==> src/rtl/exu_issue_ctrl_if.sv <==
// exu_issue_ctrl_if: decode, MEM/WB forwarding and EXU signal bundle for the issue controller
interface exu_issue_ctrl_if #(
  parameter int DATA_WIDTH = 64,
  parameter int REG_AW     = 5,
  parameter int CNT_W      = 32
);
  logic                  flush_i;
  logic                  id_valid_i;
  logic                  id_ready_o;
  logic [DATA_WIDTH-1:0] id_pc_i;
  logic [DATA_WIDTH-1:0] id_imme_i;
  logic [DATA_WIDTH-1:0] id_rs1_data_i;
  logic [DATA_WIDTH-1:0] id_rs2_data_i;
  logic [REG_AW-1:0]     id_rs1_addr_i;
  logic [REG_AW-1:0]     id_rs2_addr_i;
  logic [REG_AW-1:0]     id_rd_addr_i;
  logic                  id_ers1_i;
  logic                  id_ers2_i;
  logic [2:0]            id_specinst_i;
  logic                  id_is_load_i;
  logic                  mem_valid_i;
  logic                  mem_is_load_i;
  logic [REG_AW-1:0]     mem_rd_addr_i;
  logic [DATA_WIDTH-1:0] mem_rd_data_i;
  logic                  wb_valid_i;
  logic [REG_AW-1:0]     wb_rd_addr_i;
  logic [DATA_WIDTH-1:0] wb_rd_data_i;
  logic                  ex_valid_o;
  logic                  ex_ready_i;
  logic                  ex_ers1_o;
  logic                  ex_ers2_o;
  logic [2:0]            ex_specinst_o;
  logic                  ex_is_load_o;
  logic [DATA_WIDTH-1:0] ex_pc_o;
  logic [DATA_WIDTH-1:0] ex_imme_o;
  logic [DATA_WIDTH-1:0] ex_rs1_o;
  logic [DATA_WIDTH-1:0] ex_rs2_o;
  logic [REG_AW-1:0]     ex_rd_addr_o;
  logic [CNT_W-1:0]      stall_cnt_o;
  logic [CNT_W-1:0]      issue_cnt_o;

  modport slave (
    input  flush_i, id_valid_i, id_pc_i, id_imme_i, id_rs1_data_i, id_rs2_data_i,
           id_rs1_addr_i, id_rs2_addr_i, id_rd_addr_i, id_ers1_i, id_ers2_i,
           id_specinst_i, id_is_load_i, mem_valid_i, mem_is_load_i, mem_rd_addr_i,
           mem_rd_data_i, wb_valid_i, wb_rd_addr_i, wb_rd_data_i, ex_ready_i,
    output id_ready_o, ex_valid_o, ex_ers1_o, ex_ers2_o, ex_specinst_o, ex_is_load_o,
           ex_pc_o, ex_imme_o, ex_rs1_o, ex_rs2_o, ex_rd_addr_o, stall_cnt_o, issue_cnt_o
  );

  modport master (
    output flush_i, id_valid_i, id_pc_i, id_imme_i, id_rs1_data_i, id_rs2_data_i,
           id_rs1_addr_i, id_rs2_addr_i, id_rd_addr_i, id_ers1_i, id_ers2_i,
           id_specinst_i, id_is_load_i, mem_valid_i, mem_is_load_i, mem_rd_addr_i,
           mem_rd_data_i, wb_valid_i, wb_rd_addr_i, wb_rd_data_i, ex_ready_i,
    input  id_ready_o, ex_valid_o, ex_ers1_o, ex_ers2_o, ex_specinst_o, ex_is_load_o,
           ex_pc_o, ex_imme_o, ex_rs1_o, ex_rs2_o, ex_rd_addr_o, stall_cnt_o, issue_cnt_o
  );
endinterface

==> src/rtl/exu_issue_ctrl.sv <==
// exu_issue_ctrl: one-slot decode-to-EXU issue stage with MEM/WB forwarding and load-use stall
module exu_issue_ctrl #(
  parameter int DATA_WIDTH = 64,
  parameter int REG_AW     = 5,
  parameter int CNT_W      = 32
) (
  input logic             clk_i,
  input logic             rst_i,
  exu_issue_ctrl_if.slave bus
);
  typedef enum logic {EMPTY, FULL} state_t;
  state_t                r_state, w_state_nxt;
  logic [DATA_WIDTH-1:0] r_pc, r_imme, r_rs1, r_rs2;
  logic [REG_AW-1:0]     r_rs1_addr, r_rs2_addr, r_rd_addr;
  logic                  r_ers1, r_ers2, r_is_load;
  logic [2:0]            r_specinst;
  logic [CNT_W-1:0]      r_stall_cnt, r_issue_cnt;
  logic                  w_full, w_hazard, w_issue, w_accept, w_mem_alu;
  logic [DATA_WIDTH-1:0] w_rs1_cap, w_rs2_cap, w_rs1_wb, w_rs2_wb;

  function automatic logic hit(input logic used, input logic [REG_AW-1:0] src,
                               input logic [REG_AW-1:0] dst);
    return used && src != '0 && src == dst;
  endfunction

  function automatic logic [DATA_WIDTH-1:0] fwd(
    input logic used, input logic [REG_AW-1:0] src, input logic [DATA_WIDTH-1:0] stored,
    input logic mem_ok, input logic [REG_AW-1:0] mem_a, input logic [DATA_WIDTH-1:0] mem_d,
    input logic wb_ok, input logic [REG_AW-1:0] wb_a, input logic [DATA_WIDTH-1:0] wb_d);
    return (mem_ok && hit(used, src, mem_a)) ? mem_d :
           (wb_ok && hit(used, src, wb_a))   ? wb_d  : stored;
  endfunction

  assign w_full    = r_state == FULL;
  assign w_mem_alu = bus.mem_valid_i && !bus.mem_is_load_i;
  assign w_hazard  = w_full && bus.mem_valid_i && bus.mem_is_load_i &&
                     (hit(r_ers1, r_rs1_addr, bus.mem_rd_addr_i) ||
                      hit(r_ers2, r_rs2_addr, bus.mem_rd_addr_i));
  assign w_issue   = bus.ex_valid_o && bus.ex_ready_i;
  assign w_accept  = bus.id_valid_i && bus.id_ready_o;

  assign w_rs1_cap = fwd(bus.id_ers1_i, bus.id_rs1_addr_i, bus.id_rs1_data_i, w_mem_alu,
                         bus.mem_rd_addr_i, bus.mem_rd_data_i, bus.wb_valid_i,
                         bus.wb_rd_addr_i, bus.wb_rd_data_i);
  assign w_rs2_cap = fwd(bus.id_ers2_i, bus.id_rs2_addr_i, bus.id_rs2_data_i, w_mem_alu,
                         bus.mem_rd_addr_i, bus.mem_rd_data_i, bus.wb_valid_i,
                         bus.wb_rd_addr_i, bus.wb_rd_data_i);
  assign w_rs1_wb  = fwd(r_ers1, r_rs1_addr, r_rs1, 1'b0, bus.mem_rd_addr_i, bus.mem_rd_data_i,
                         bus.wb_valid_i, bus.wb_rd_addr_i, bus.wb_rd_data_i);
  assign w_rs2_wb  = fwd(r_ers2, r_rs2_addr, r_rs2, 1'b0, bus.mem_rd_addr_i, bus.mem_rd_data_i,
                         bus.wb_valid_i, bus.wb_rd_addr_i, bus.wb_rd_data_i);

  assign bus.id_ready_o    = !bus.flush_i && (!w_full || w_issue);
  assign bus.ex_valid_o    = w_full && !w_hazard && !bus.flush_i;
  assign bus.ex_rs1_o      = fwd(r_ers1, r_rs1_addr, r_rs1, w_mem_alu, bus.mem_rd_addr_i,
                                 bus.mem_rd_data_i, bus.wb_valid_i, bus.wb_rd_addr_i,
                                 bus.wb_rd_data_i);
  assign bus.ex_rs2_o      = fwd(r_ers2, r_rs2_addr, r_rs2, w_mem_alu, bus.mem_rd_addr_i,
                                 bus.mem_rd_data_i, bus.wb_valid_i, bus.wb_rd_addr_i,
                                 bus.wb_rd_data_i);
  assign bus.ex_ers1_o     = r_ers1;
  assign bus.ex_ers2_o     = r_ers2;
  assign bus.ex_specinst_o = r_specinst;
  assign bus.ex_is_load_o  = r_is_load;
  assign bus.ex_pc_o       = r_pc;
  assign bus.ex_imme_o     = r_imme;
  assign bus.ex_rd_addr_o  = r_rd_addr;
  assign bus.stall_cnt_o   = r_stall_cnt;
  assign bus.issue_cnt_o   = r_issue_cnt;

  // slot occupancy: flush drops, accept fills (even while issuing), a lone issue drains
  always_comb begin
    w_state_nxt = bus.flush_i ? EMPTY : w_accept ? FULL : w_issue ? EMPTY : r_state;
  end

  // occupancy register
  always_ff @(posedge clk_i) begin
    r_state <= rst_i ? EMPTY : w_state_nxt;
  end

  // slot payload: capture forwarded operands on accept, otherwise keep WB results seen while waiting
  always_ff @(posedge clk_i) begin
    if (rst_i) begin
      {r_pc, r_imme, r_rs1, r_rs2} <= '0;
      {r_rs1_addr, r_rs2_addr, r_rd_addr} <= '0;
      {r_ers1, r_ers2, r_is_load, r_specinst} <= '0;
    end else if (w_accept) begin
      r_pc       <= bus.id_pc_i;
      r_imme     <= bus.id_imme_i;
      r_rs1      <= w_rs1_cap;
      r_rs2      <= w_rs2_cap;
      r_rs1_addr <= bus.id_rs1_addr_i;
      r_rs2_addr <= bus.id_rs2_addr_i;
      r_rd_addr  <= bus.id_rd_addr_i;
      r_ers1     <= bus.id_ers1_i;
      r_ers2     <= bus.id_ers2_i;
      r_is_load  <= bus.id_is_load_i;
      r_specinst <= bus.id_specinst_i;
    end else if (w_full) begin
      r_rs1 <= w_rs1_wb;
      r_rs2 <= w_rs2_wb;
    end
  end

  // performance counters; a flushed cycle counts neither a stall nor an issue
  always_ff @(posedge clk_i) begin
    if (rst_i) begin
      r_stall_cnt <= '0;
      r_issue_cnt <= '0;
    end else begin
      r_stall_cnt <= r_stall_cnt + CNT_W'(w_hazard && !bus.flush_i);
      r_issue_cnt <= r_issue_cnt + CNT_W'(w_issue);
    end
  end
endmodule

==> src/flat_wrapper.sv <==
// flat-port wrapper written by rule: the top's interface ports become plain ports
module exu_issue_ctrl_flat 
#(
  parameter int DATA_WIDTH = 64,
  parameter int REG_AW     = 5,
  parameter int CNT_W      = 32
)
  (clk_i, rst_i, bus_flush_i, bus_id_valid_i, bus_id_pc_i, bus_id_imme_i, bus_id_rs1_data_i, bus_id_rs2_data_i, bus_id_rs1_addr_i, bus_id_rs2_addr_i, bus_id_rd_addr_i, bus_id_ers1_i, bus_id_ers2_i, bus_id_specinst_i, bus_id_is_load_i, bus_mem_valid_i, bus_mem_is_load_i, bus_mem_rd_addr_i, bus_mem_rd_data_i, bus_wb_valid_i, bus_wb_rd_addr_i, bus_wb_rd_data_i, bus_ex_ready_i, bus_id_ready_o, bus_ex_valid_o, bus_ex_ers1_o, bus_ex_ers2_o, bus_ex_specinst_o, bus_ex_is_load_o, bus_ex_pc_o, bus_ex_imme_o, bus_ex_rs1_o, bus_ex_rs2_o, bus_ex_rd_addr_o, bus_stall_cnt_o, bus_issue_cnt_o);
  exu_issue_ctrl_if #(.DATA_WIDTH(DATA_WIDTH), .REG_AW(REG_AW), .CNT_W(CNT_W)) bus_i ();
  input logic clk_i;
  input logic rst_i;
  input wire logic [$bits(bus_i.flush_i)-1:0] bus_flush_i;
  input wire logic [$bits(bus_i.id_valid_i)-1:0] bus_id_valid_i;
  input wire logic [$bits(bus_i.id_pc_i)-1:0] bus_id_pc_i;
  input wire logic [$bits(bus_i.id_imme_i)-1:0] bus_id_imme_i;
  input wire logic [$bits(bus_i.id_rs1_data_i)-1:0] bus_id_rs1_data_i;
  input wire logic [$bits(bus_i.id_rs2_data_i)-1:0] bus_id_rs2_data_i;
  input wire logic [$bits(bus_i.id_rs1_addr_i)-1:0] bus_id_rs1_addr_i;
  input wire logic [$bits(bus_i.id_rs2_addr_i)-1:0] bus_id_rs2_addr_i;
  input wire logic [$bits(bus_i.id_rd_addr_i)-1:0] bus_id_rd_addr_i;
  input wire logic [$bits(bus_i.id_ers1_i)-1:0] bus_id_ers1_i;
  input wire logic [$bits(bus_i.id_ers2_i)-1:0] bus_id_ers2_i;
  input wire logic [$bits(bus_i.id_specinst_i)-1:0] bus_id_specinst_i;
  input wire logic [$bits(bus_i.id_is_load_i)-1:0] bus_id_is_load_i;
  input wire logic [$bits(bus_i.mem_valid_i)-1:0] bus_mem_valid_i;
  input wire logic [$bits(bus_i.mem_is_load_i)-1:0] bus_mem_is_load_i;
  input wire logic [$bits(bus_i.mem_rd_addr_i)-1:0] bus_mem_rd_addr_i;
  input wire logic [$bits(bus_i.mem_rd_data_i)-1:0] bus_mem_rd_data_i;
  input wire logic [$bits(bus_i.wb_valid_i)-1:0] bus_wb_valid_i;
  input wire logic [$bits(bus_i.wb_rd_addr_i)-1:0] bus_wb_rd_addr_i;
  input wire logic [$bits(bus_i.wb_rd_data_i)-1:0] bus_wb_rd_data_i;
  input wire logic [$bits(bus_i.ex_ready_i)-1:0] bus_ex_ready_i;
  output wire logic [$bits(bus_i.id_ready_o)-1:0] bus_id_ready_o;
  output wire logic [$bits(bus_i.ex_valid_o)-1:0] bus_ex_valid_o;
  output wire logic [$bits(bus_i.ex_ers1_o)-1:0] bus_ex_ers1_o;
  output wire logic [$bits(bus_i.ex_ers2_o)-1:0] bus_ex_ers2_o;
  output wire logic [$bits(bus_i.ex_specinst_o)-1:0] bus_ex_specinst_o;
  output wire logic [$bits(bus_i.ex_is_load_o)-1:0] bus_ex_is_load_o;
  output wire logic [$bits(bus_i.ex_pc_o)-1:0] bus_ex_pc_o;
  output wire logic [$bits(bus_i.ex_imme_o)-1:0] bus_ex_imme_o;
  output wire logic [$bits(bus_i.ex_rs1_o)-1:0] bus_ex_rs1_o;
  output wire logic [$bits(bus_i.ex_rs2_o)-1:0] bus_ex_rs2_o;
  output wire logic [$bits(bus_i.ex_rd_addr_o)-1:0] bus_ex_rd_addr_o;
  output wire logic [$bits(bus_i.stall_cnt_o)-1:0] bus_stall_cnt_o;
  output wire logic [$bits(bus_i.issue_cnt_o)-1:0] bus_issue_cnt_o;
  assign bus_i.flush_i = bus_flush_i;
  assign bus_i.id_valid_i = bus_id_valid_i;
  assign bus_i.id_pc_i = bus_id_pc_i;
  assign bus_i.id_imme_i = bus_id_imme_i;
  assign bus_i.id_rs1_data_i = bus_id_rs1_data_i;
  assign bus_i.id_rs2_data_i = bus_id_rs2_data_i;
  assign bus_i.id_rs1_addr_i = bus_id_rs1_addr_i;
  assign bus_i.id_rs2_addr_i = bus_id_rs2_addr_i;
  assign bus_i.id_rd_addr_i = bus_id_rd_addr_i;
  assign bus_i.id_ers1_i = bus_id_ers1_i;
  assign bus_i.id_ers2_i = bus_id_ers2_i;
  assign bus_i.id_specinst_i = bus_id_specinst_i;
  assign bus_i.id_is_load_i = bus_id_is_load_i;
  assign bus_i.mem_valid_i = bus_mem_valid_i;
  assign bus_i.mem_is_load_i = bus_mem_is_load_i;
  assign bus_i.mem_rd_addr_i = bus_mem_rd_addr_i;
  assign bus_i.mem_rd_data_i = bus_mem_rd_data_i;
  assign bus_i.wb_valid_i = bus_wb_valid_i;
  assign bus_i.wb_rd_addr_i = bus_wb_rd_addr_i;
  assign bus_i.wb_rd_data_i = bus_wb_rd_data_i;
  assign bus_i.ex_ready_i = bus_ex_ready_i;
  assign bus_id_ready_o = bus_i.id_ready_o;
  assign bus_ex_valid_o = bus_i.ex_valid_o;
  assign bus_ex_ers1_o = bus_i.ex_ers1_o;
  assign bus_ex_ers2_o = bus_i.ex_ers2_o;
  assign bus_ex_specinst_o = bus_i.ex_specinst_o;
  assign bus_ex_is_load_o = bus_i.ex_is_load_o;
  assign bus_ex_pc_o = bus_i.ex_pc_o;
  assign bus_ex_imme_o = bus_i.ex_imme_o;
  assign bus_ex_rs1_o = bus_i.ex_rs1_o;
  assign bus_ex_rs2_o = bus_i.ex_rs2_o;
  assign bus_ex_rd_addr_o = bus_i.ex_rd_addr_o;
  assign bus_stall_cnt_o = bus_i.stall_cnt_o;
  assign bus_issue_cnt_o = bus_i.issue_cnt_o;
  exu_issue_ctrl #(.DATA_WIDTH(DATA_WIDTH), .REG_AW(REG_AW), .CNT_W(CNT_W)) u_core (.clk_i(clk_i), .rst_i(rst_i), .bus(bus_i));
endmodule
==> config.mk <==
export PLATFORM = sky130hd
export DESIGN_NAME = exu_issue_ctrl_flat
export DESIGN_NICKNAME = d
export VERILOG_FILES = /design/src/rtl/exu_issue_ctrl_if.sv /design/src/rtl/exu_issue_ctrl.sv /design/src/flat_wrapper.sv
export SDC_FILE = /design/constraint.sdc
export NUM_CORES = 1
export LEC_CHECK = 0
export CAP_MARGIN = 20
export CORE_AREA = 4 4 292 294
export DETAILED_ROUTE_END_ITERATION = 6
export DIE_AREA = 0 0 296 298
export GPL_TIMING_DRIVEN = 0
export PLACE_DENSITY = 0.6
export SYNTH_ARGS = -nofsm -noshare
export SYNTH_HDL_FRONTEND = slang
export SYNTH_SLANG_ARGS = --single-unit
==> constraint.sdc <==
create_clock -name clk_i -period 6.7 [get_ports clk_i]
set_input_delay 1.34 -clock clk_i [delete_from_list [all_inputs] [get_ports clk_i]]
set_output_delay 1.34 -clock clk_i [all_outputs]
set_load 0.05 [all_outputs]
==> run summary <==
Worst hold path type - reg -> reg
Async SR Flop Fraction - 0%
Worst Hold Depth - 2
Global router's overall resource usage - 22.9%
Worst Tran Pin Value - 1.09 ns
Die H - 298 um
Largest net degree at the start of global routing - 14
Max Clk Rate - 155 MHz
Register area share after synthesis - 34.5%
DP Wirelength - 83800 um
Slew headroom - 27.2%
R2R Setup Slk - 1.85 ns
H-tree depth - 2
Clock transition at path regs - 0.06 ns
Placement Rows - 106
Hold Path Sink - u_core.bus.ex_specinst_o[1]
Placed cell areas - 28800 um2
RSZ-0062 raised after global routing - no
Core Area - 82900 um2
Grt peak-use layer - met2
CTS buffer count - 43
Fin area - 30300 um2
DR vias - 23300
Synth Instances - 2643
Dpl cells - 4478
Power per Cell Area - 193 nW/um2
Crit path capture type - primary output
Period minus WS final - 6.46 ns
Clock latency on the worst-skew pair - 0.59 ns
CP Class - in -> out
CTS tree - built
Total Nets Final - 3871
# setup viols final - 0
Root Driver - clkbuf_16
Met2 Usage GRT - 39.6%
Hold buffer count at CTS - 0
Top-count cell post-synth - nand2_1
Synth Register Bits - 342
Share of the synthesized area in the top cell type - 34.5%
Chip Width - 296 um
CTS sink cnt - 342
Max Slew Vio Count - 0
WP data arrival - 5.12 ns
Crit share post-route - 96.4%
Synth top cells by count - 409 x nand2_1, 342 x dfxtp_1, 326 x nor2_1
R2r endpoint - u_core.bus.stall_cnt_o[28]
GRT Residual Overflow - 0
Final hold violations - 0
I/O Buffers - 751
GR Util met1 - 26.7%
DR iter-0 viols - 1589
Largest stage delay on the critical path - 0.89 ns
Mapped cell area - 19900 um2
CTS max path bufs - 3
Initial antenna violation count - 23
CP cell instances - clkdlybuf4s50_1 > xnor2_1 > nand3_1 > nor4_2 > and3b_1 > buf_2 > buf_2 > clkbuf_2 > nand2_1 > o21ai_0 > clkdlybuf4s50_1
Critical Path Slowest Stage Cell - clkdlybuf4s50_1
Status - finished with violations
Area grow syn2layout - 52.8%
WP data required - 5.36 ns
Io pins - 756
Final hold slack - 0.473 ns
Netlist cell types - 41
Syn Nets - 3070
Post-synth EDFFs - 0
Worst hold start - u_core.bus.ex_specinst_o[1]
Initial core utilization - 24.0%
Reg2reg path depth - 15
Vias in the first global route - 22600
Critical Path Start Type - primary input
Layout Utilization - 36.6%
Reg2reg start - u_core.r_rs1_addr[0]
Routed Antenna Nets - 0
Max Cap Viol - 0
Peak VDD IR - 0.194 mV
Synth Warn # - 0
Routability cong. - 0.896
Final cell count without fillers - 4570
Final Skew - 0.0253 ns
Average wire per standard cell - 23.5 um
DRC Markers - 1
Top post-synthesis cells by area - dfxtp_1 34%, mux2i_1 13%, nand2_1 7.7%
Layout cell share with drive strength beyond 1 - 4.34%
Routed vias/inst - 5.09
Syn Area/Cell - 7.51 um2
Violated checks - design-rule violations
DIE AREA - 88200 um2
Fillers - 8742
CP max FO - 10
Global-route wire length before repair - 152000 um
DR pass1 iterations - 7
Routed wire length - 107000 um
Post-synth top area cell - dfxtp_1
Pleak - 12.0 nW
Met3 Resource Use GR - 6.80%
Post-synth top flop - dfxtp_1
flip-flops by register name, summed over array words and instances (netlist names):
register	count
u_core.bus.ex_pc_o	64
u_core.bus.ex_is_load_o	1
u_core.bus.issue_cnt_o	32
u_core.bus.ex_ers2_o	1
u_core.r_rs2_addr	5
u_core.bus.ex_imme_o	64
u_core.r_rs1_addr	5
u_core.r_state	1
u_core.bus.stall_cnt_o	32
u_core.bus.ex_specinst_o	3
u_core.bus.ex_rd_addr_o	5
u_core.r_rs2	64
u_core.r_rs1	64
u_core.bus.ex_ers1_o	1
repair_timing:
item / CTS / global route
endpoints found under the setup margin: 44 / 33
setup buffers: 0 / 0
gates resized for setup: 15 / 14
layer usage:
metal,vias up,part of all wire (%)
met5,-,0.070
met1,11000,38
met2,1099,48
li1,10900,-
met3,200,9.7
met4,12,3.5
through the flow:
step	setup slack [ns]	power [mW]	TNS, ns
2_1_floorplan	1.41	2.78	0
3_3_place_gp	-0.323	3.41	-4.82
3_5_place_dp	-0.365	3.41	-7.09
4_1_cts	0.0218	5.92	0
5_1_grt	0.0662	6.08	0
6_report	0.240	5.87	0
final cells by class:
class / instances / area [um2] / area share [%]
buffer: 243 / 1180 / 3.88
inverter: 8 / 30.0 / 0.0990
multi-input combinational: 2050 / 11800 / 38.9
tap: 1080 / 1350 / 4.45
antenna: 11 / 27.5 / 0.0907
sequential: 342 / 6850 / 22.6
clock buffer: 60 / 1230 / 4.05
clock inverter: 20 / 275 / 0.907
timing repair buffer: 756 / 7590 / 25.0
worst max path at each step:
stage                         start                          to  slack (ns)  cells past startpoint
4_1_cts        bus_mem_rd_addr_i[1]            bus_ex_rs1_o[50]        0.02                     11
3_3_place_gp   bus_mem_rd_addr_i[2]            bus_ex_rs2_o[58]       -0.32                     11
5_1_grt        bus_mem_rd_addr_i[1]            bus_ex_rs1_o[50]        0.07                     11
2_1_floorplan  bus_mem_rd_addr_i[2]  u_core.bus.issue_cnt_o[26]        1.41                     16
6_report       bus_mem_rd_addr_i[1]            bus_ex_rs1_o[50]        0.24                     11
3_5_place_dp   bus_mem_rd_addr_i[2]            bus_ex_rs2_o[62]       -0.37                     11
placed cells by master (no fill, tap or decap), drive strengths merged, types with 156 or more instances in the layout:
master / count
nor2: 326
nand3: 179
o21ai: 285
clkdlybuf4s50: 738
nand2: 409
clkbuf: 234
dfxtp: 342
a21oi: 156
mux2i: 256
cell families after synthesis:
group	share of synthesized area (%)
compound gates	21.1
xor+xnor	4.15
fa+ha+maj	0.252
buf+inv	6.04
flops	34.5
mux	12.9
simple gates	21.0
critical path: cells and delay by family:
family | cells | cell delay [ns]
buffers and inverters | 5 | 2.65
and+or+nand+nor | 4 | 0.81
xor gates and xnor gates | 1 | 0.16
AOI/OAI and AO/OA | 1 | 0.14
where the power goes:
part,switching [mW],internal [mW]
Clock,1.03,1.46
Combinational,0.708,0.507
Sequential,0.0472,2.12
Total,1.79,4.08
No activity file was read; power rests on OpenSTA's default activity.
